<file path="src/rtl/axi_write_scheduler.sv">
// Write-channel scheduler: arbitrates AW between M1/M2, decodes S0-S5 or default slave, gates AW/W/B for one transaction.
// Latency: AW request in IDLE -> AWVALID_S next cycle; minimum 4 cycles per transaction (IDLE, ADDR, DATA, RESP).
// Backpressure: handshakes pass straight through between granted master and selected slave; the other master sees ready/valid 0.
//
// Ports:
//   clk, rst                      clock, synchronous active-high reset
//   AWVALID/AWADDR/AWREADY_Mx     master address channel (x = 1 CPU, 2 DMA)
//   WVALID/WLAST/WREADY_Mx        master write-data channel
//   BVALID/BREADY_Mx              master response channel
//   AWVALID_S/AWREADY_S ...       per-slave handshakes, bit n = Sn
//   grant, slave_sel              registered steering for the payload muxes
//   BRESP_DS                      default-slave response (DECERR)
module axi_write_scheduler #(
    parameter int ADDR_W = 32
) (
    input  logic              clk,
    input  logic              rst,
    input  logic              AWVALID_M1,
    input  logic              AWVALID_M2,
    input  logic [ADDR_W-1:0] AWADDR_M1,
    input  logic [ADDR_W-1:0] AWADDR_M2,
    output logic              AWREADY_M1,
    output logic              AWREADY_M2,
    input  logic              WVALID_M1,
    input  logic              WVALID_M2,
    input  logic              WLAST_M1,
    input  logic              WLAST_M2,
    output logic              WREADY_M1,
    output logic              WREADY_M2,
    output logic              BVALID_M1,
    output logic              BVALID_M2,
    input  logic              BREADY_M1,
    input  logic              BREADY_M2,
    output logic [5:0]        AWVALID_S,
    input  logic [5:0]        AWREADY_S,
    output logic [5:0]        WVALID_S,
    input  logic [5:0]        WREADY_S,
    input  logic [5:0]        BVALID_S,
    output logic [5:0]        BREADY_S,
    output logic [1:0]        grant,
    output logic [2:0]        slave_sel,
    output logic [1:0]        BRESP_DS
);

    typedef enum logic [1:0] {
        ST_IDLE = 2'd0,
        ST_ADDR = 2'd1,
        ST_DATA = 2'd2,
        ST_RESP = 2'd3
    } state_t;

    localparam logic [2:0] SEL_DEFAULT = 3'd6;
    localparam logic [2:0] SEL_NONE    = 3'd7;

    state_t      r_state;
    state_t      w_next_state;
    logic [1:0]  r_grant;
    logic [1:0]  r_last_grant;
    logic [2:0]  r_slave_sel;
    logic [7:0]  r_beat_cnt;

    logic [1:0]  w_req;
    logic [1:0]  w_grant_pick;
    logic [ADDR_W-1:0] w_pick_addr;
    logic [2:0]  w_pick_sel;

    logic        w_awvalid_g;
    logic        w_wvalid_g;
    logic        w_wlast_g;
    logic        w_bready_g;
    logic        w_awready_g;
    logic        w_wready_g;
    logic        w_bvalid_g;
    logic        w_aw_hs;
    logic        w_w_hs;
    logic        w_b_hs;
    logic [5:0]  w_onehot;
    logic        w_is_ds;

    // Inclusive ranges; S3 deliberately includes 0x1002_0400 itself.
    function automatic logic [2:0] f_decode(input logic [ADDR_W-1:0] a);
        logic [31:0] x;
        x = 32'(a);
        if (x <= 32'h0000_3FFF)                              return 3'd0;
        else if (x >= 32'h0001_0000 && x <= 32'h0001_FFFF)   return 3'd1;
        else if (x >= 32'h0002_0000 && x <= 32'h0002_FFFF)   return 3'd2;
        else if (x >= 32'h1002_0000 && x <= 32'h1002_0400)   return 3'd3;
        else if (x >= 32'h1001_0000 && x <= 32'h1001_03FF)   return 3'd4;
        else if (x >= 32'h2000_0000 && x <= 32'h201F_FFFF)   return 3'd5;
        else                                                 return SEL_DEFAULT;
    endfunction

    // Round-robin pick: a tie goes to the master that was not served last.
    assign w_req = {AWVALID_M2, AWVALID_M1};

    always_comb begin
        w_grant_pick = 2'b00;
        case (w_req)
            2'b01:   w_grant_pick = 2'b01;
            2'b10:   w_grant_pick = 2'b10;
            2'b11:   w_grant_pick = (r_last_grant == 2'b01) ? 2'b10 : 2'b01;
            default: w_grant_pick = 2'b00;
        endcase
    end

    assign w_pick_addr = w_grant_pick[1] ? AWADDR_M2 : AWADDR_M1;
    assign w_pick_sel  = f_decode(w_pick_addr);

    // Granted-master views of the master-side inputs.
    assign w_awvalid_g = (r_grant[0] & AWVALID_M1) | (r_grant[1] & AWVALID_M2);
    assign w_wvalid_g  = (r_grant[0] & WVALID_M1)  | (r_grant[1] & WVALID_M2);
    assign w_wlast_g   = (r_grant[0] & WLAST_M1)   | (r_grant[1] & WLAST_M2);
    assign w_bready_g  = (r_grant[0] & BREADY_M1)  | (r_grant[1] & BREADY_M2);

    // Slave steering only from registered selection; 6 and 7 select no slave bit.
    assign w_onehot = (r_slave_sel < SEL_DEFAULT) ? (6'd1 << r_slave_sel) : 6'd0;
    assign w_is_ds  = (r_slave_sel == SEL_DEFAULT);

    assign w_aw_hs = w_awvalid_g & w_awready_g;
    assign w_w_hs  = w_wvalid_g & w_wready_g;
    assign w_b_hs  = w_bvalid_g & w_bready_g;

    // State register
    always_ff @(posedge clk) begin
        if (rst) r_state <= ST_IDLE;
        else     r_state <= w_next_state;
    end

    // Next-state logic
    always_comb begin
        w_next_state = r_state;
        case (r_state)
            ST_IDLE: if (|w_req)                 w_next_state = ST_ADDR;
            ST_ADDR: if (w_aw_hs)                w_next_state = ST_DATA;
            ST_DATA: if (w_w_hs && w_wlast_g)    w_next_state = ST_RESP;
            ST_RESP: if (w_b_hs)                 w_next_state = ST_IDLE;
            default:                             w_next_state = ST_IDLE;
        endcase
    end

    // Output logic
    always_comb begin
        AWVALID_S   = 6'd0;
        WVALID_S    = 6'd0;
        BREADY_S    = 6'd0;
        w_awready_g = 1'b0;
        w_wready_g  = 1'b0;
        w_bvalid_g  = 1'b0;
        case (r_state)
            ST_ADDR: begin
                AWVALID_S   = w_onehot;
                w_awready_g = w_is_ds | (|(AWREADY_S & w_onehot));
            end
            ST_DATA: begin
                WVALID_S   = w_onehot & {6{w_wvalid_g}};
                w_wready_g = w_is_ds | (|(WREADY_S & w_onehot));
            end
            ST_RESP: begin
                BREADY_S   = w_onehot & {6{w_bready_g}};
                w_bvalid_g = w_is_ds | (|(BVALID_S & w_onehot));
            end
            default: ;
        endcase
    end

    assign AWREADY_M1 = w_awready_g & r_grant[0];
    assign AWREADY_M2 = w_awready_g & r_grant[1];
    assign WREADY_M1  = w_wready_g  & r_grant[0];
    assign WREADY_M2  = w_wready_g  & r_grant[1];
    assign BVALID_M1  = w_bvalid_g  & r_grant[0];
    assign BVALID_M2  = w_bvalid_g  & r_grant[1];

    assign grant     = r_grant;
    assign slave_sel = r_slave_sel;
    assign BRESP_DS  = 2'b11;

    // Grant, selection and beat counter
    always_ff @(posedge clk) begin
        if (rst) begin
            r_grant      <= 2'b00;
            r_last_grant <= 2'b10;
            r_slave_sel  <= SEL_NONE;
            r_beat_cnt   <= 8'd0;
        end else begin
            case (r_state)
                ST_IDLE: begin
                    if (|w_req) begin
                        r_grant     <= w_grant_pick;
                        r_slave_sel <= w_pick_sel;
                    end
                end
                ST_ADDR: begin
                    if (w_aw_hs) r_beat_cnt <= 8'd0;
                end
                ST_DATA: begin
                    if (w_w_hs && r_beat_cnt != 8'hFF) r_beat_cnt <= r_beat_cnt + 8'd1;
                end
                ST_RESP: begin
                    if (w_b_hs) begin
                        r_last_grant <= r_grant;
                        r_grant      <= 2'b00;
                        r_slave_sel  <= SEL_NONE;
                    end
                end
                default: ;
            endcase
        end
    end

endmodule

</file>
<file path="config.mk">
export PLATFORM = sky130hd
export DESIGN_NAME = axi_write_scheduler
export DESIGN_NICKNAME = d
export VERILOG_FILES = /design/src/rtl/axi_write_scheduler.sv
export SDC_FILE = /design/constraint.sdc
export NUM_CORES = 1
export LEC_CHECK = 0
export CORE_AREA = 2 2 67 69
export CTS_CLUSTER_DIAMETER = 80
export DETAILED_ROUTE_END_ITERATION = 12
export DIE_AREA = 0 0 69 71
export PLACE_DENSITY = 0.93
export SETUP_SLACK_MARGIN = 0.3
export SLEW_MARGIN = 20
export SYNTH_ARGS = -nofsm -noshare
export SYNTH_HDL_FRONTEND = slang
export SYNTH_SLANG_ARGS = --single-unit
</file>
<file path="constraint.sdc">
create_clock -name clk -period 4.93 [get_ports clk]
set_input_delay 0.493 -clock clk [delete_from_list [all_inputs] [get_ports clk]]
set_output_delay 0.493 -clock clk [all_outputs]
set_load 0.02 [all_outputs]
</file>
==> flow_summary.ini <==
[route]
detail_route.wl_per_cell_um = 13.8
first_iter_violations = 138
dr_total_vias = 2007
first_pass_iters = 4
avgViaCountPerCell = 5.41
postRouteAntennaNets = 0
wire_length_reported_by_the_detailed_router_um = 5130
remaining_drc_errors = 0

[logic_synthesis]
synth_area_leader_cell = dfxtp_1
synth_top_family_by_area = simple AND/OR/NAND/NOR gates
synthXorXnorAreaFrac = 0
adder_and_majority_gate_portion_of_the_synthesized_area = 0.0457
dominantRegCellSynth = dfxtp_1
synth.yosys.warnings = 0
synth.area.top_cells = dfxtp_1, mux2i_1, nor2_1
yosys-mux-area-fraction = 0.0877
synth.yosys.seq_area_share = 0.132
number_of_enable_flip_flop_cells_after_synthesis = 0
async_flop_share = 0
synthesized_area_fraction_occupied_by_ao_oa_aoi_and_oai_cells = 0.231
netlist_area_um2 = 1370
synth_simple_gate_area_frac = 0.437
syn-mean-instance-area_um2 = 6.75
synth_cells = 203
synth_seq_cells = 9
post-synth-top-area-fraction = 0.132
synth_cell_type_count = 50

[layout]
finish.instance_area_um2 = 2640
final-seq-area_um2 = 180
multiInputGateArea_um2 = 1100
inserted_diodes = 0
layout.core_utilization = 0.628
num-nets-final = 417
number_of_fillers_in_the_final_layout = 367
layout-area-overhead-vs-synth_pct = 92.8
layout_cells_sized_above_1 = 0.0282

[global_route]
grt_overflow = 0
grt_use_total = 0.205
grt_pass1_vias = 1978
grt_antenna_before_repair = 0
grt_first_pass_wirelength_um = 8550
largest_net_degree_at_the_start_of_global_routing = 23

[min_path]
min-delay-start = r_last_grant[1]
worstHoldPathType = reg2reg
min_delay_path_depth = 2
min_to = r_last_grant[1]

[sta]
layout_setup_ws_ns = 1.91
finClkSkew_ns = 0.000696
post-route-min-period_ns = 3.02
number_of_failing_hold_endpoints_at_the_final_stage = 0
clock.fmax_mhz = 332
finalMaxSlewViolations = 0
slew_headroom = 0.527
min_period_over_period = 0.612
tightestPinTransition_ns = 0.709
rsz0062_at_grt = false
fin_tns_setup_ns = 0
report.final.setup_viol = 0

[floorplan]
floorplan.initialDensity = 0.326
core.rowCount = 24
placeableCoreArea_um2 = 4200
die-area_um2 = 4900
die_w_um = 69
die_h_um = 71
io-pin-count = 123

[clock_tree]
cts_resized = 0
cts_made_buffers = 3
clk_path_buf_depth = 2
htreeDepth = 1
cts.reportedPaths.clkPinSlew_ns = 0.04
cts_post_setup_buffers_inserted = 0
worstSkewPairLatency_ns = 0.23
cts_tree = done
clkSinkCount = 9
cts-hold-fix-buffers = 0
root_buffer = clkbuf_8

[critical_path]
critical_path_cell_by_cell = nand2b_1, o21ai_0, or2_2, and3_1, clkdlybuf4s50_1
timing.critical_path.to_type = primary output
setup.worst_path.start_class = flip-flop
max_stage_delay_ns = 0.77
worst_flop_to_flop_path_endpoint = slave_sel[2]
critical_path_peak_fanout = 22
worst-setup-path-type = reg2out
reg2reg_setup_slack_ns = 2.59
worst_r2r_path_depth = 6
timing.critical_path.arrival_ns = 2.52
critical_path_rt_ns = 4.44
critPathSlowestCell = dfxtp_1
crit-reg2reg-launch = slave_sel[1]

[pwr]
power.ir.vdd_worst_mv = 0.145
pwr_density_cell_nw_per_um2 = 224
finalPower_w = 0.000591
static-leakage-power_nw = 0.943

[placed_design]
place_worst_setup_slack_ns = 1.99
detailed_place_hpwl_um = 4250
port_buffers = 120
place.gp.congestion = 0.898
dpl_cell_area_um2 = 2600

[run_status]
outcome = finished, final reports clean

[run]
timing.max_cap.violations = 0
Yosys cell counts (2+ instances only):
cell and number:
nand3_1 9, nand4_1 3, mux2i_1 12, nand2b_1 8, and3_1 2, a22oi_1 3
o211ai_1 4, clkbuf_1 2, inv_1 12, o32a_1 2, o21ai_0 10, or3b_1 2
nor2_1 31, nor3_1 11, o21bai_1 2, nor2b_1 2, nand2_1 11, nand3b_1 5
or4_1 2, nor3b_1 4, nor4_1 11, buf_2 2, buf_4 2, ha_1 5
a21oi_1 5, o22ai_1 7, buf_1 3, dfxtp_1 9
cells by family after synthesis:
group           count (synthesis)
mux                            12
buf+inv                        21
other cells                     1
simple gates                  110
flops                           9
fa+ha+maj                       5
compound gates                 45
metal layers:
layer / up-vias / part of all wire / track usage / wire (µm)
met3: 4 / 0.088 / 0.0584 / 450
met2: 91 / 0.52 / 0.374 / 2650
met4: 0 / 0.0020 / 0.0283 / 10
met5: - / 0 / 0 / 0
met1: 919 / 0.39 / 0.244 / 2010
li1: 993 / - / - / -
worst max-delay path, delay by kind of cell (launching register included):
family	cells	cell delay, ns
AO/OA/AOI/OAI	1	0.32
buffers and inverters	1	0.62
flip-flops	1	0.77
AND/OR/NAND/NOR	3	0.58
state kept, by name, indices dropped and copies added (netlist names):
| signal | cells |
|---|---|
| r_last_grant | 2 |
| grant | 2 |
| slave_sel | 3 |
| r_state | 2 |
worst max path at each step:
stage / start / to / slack (ns) / depth (start not counted)
finish: slave_sel[1] / BVALID_M2 / 1.91 / 5
global route: slave_sel[1] / BVALID_M1 / 1.69 / 5
CTS: slave_sel[1] / BVALID_M2 / 1.92 / 5
detailed placement: BVALID_S[0] / BVALID_M2 / 1.99 / 6
global placement: WREADY_S[0] / WREADY_M1 / 2.00 / 6
floorplan: AWADDR_M1[23] / slave_sel[0] / 2.82 / 6
cell usage in the layout, fill, tap and decap left out, types with 2 or more instances in the layout:
master           instances
clkdlybuf4s50_1        120
nor2_1                  31
inv_1                   12
mux2i_1                 12
nand2_1                 11
nor3_1                  11
nor4_1                  11
o21ai_0                 10
nand3_1                  9
dfxtp_1                  9
nand2b_1                 8
o22ai_1                  7
nand3b_1                 5
a21oi_1                  5
ha_1                     5
nor3b_1                  4
o211ai_1                 4
a22oi_1                  3
nand4_1                  3
clkbuf_8                 3
or3b_1                   2
and3_1                   2
nor2b_1                  2
o32a_1                   2
or4_1                    2
o21bai_1                 2
conb_1                   2
power by group:
| part | internal (W) | leakage, nW | switching, W |
|---|---|---|---|
| Clock | 0.0000561 | 0.0228 | 0.0000270 |
| Sequential | 0.0000918 | 0.0739 | 0.0000567 |
| Combinational | 0.000185 | 0.846 | 0.000175 |
| Total | 0.000333 | 0.943 | 0.000258 |
layout make-up:
type                       count  area share
tap                           52      0.0246
sequential                     9      0.0682
timing repair buffer         120       0.455
inverter                      12      0.0171
clock buffer                   4      0.0171
multi-input combinational    174       0.418
per-stage QoR:
| step | hold slack (ns) | std cells |
|---|---|---|
| final | 0.507 | 371 |
| after CTS | 0.509 | 371 |
| after global placement | 0.500 | 367 |
| after global routing | 0.566 | 371 |
| after floorplan | 0.468 | 204 |
| after detailed placement | 0.499 | 367 |
No activity file was read; power rests on OpenSTA's default activity.
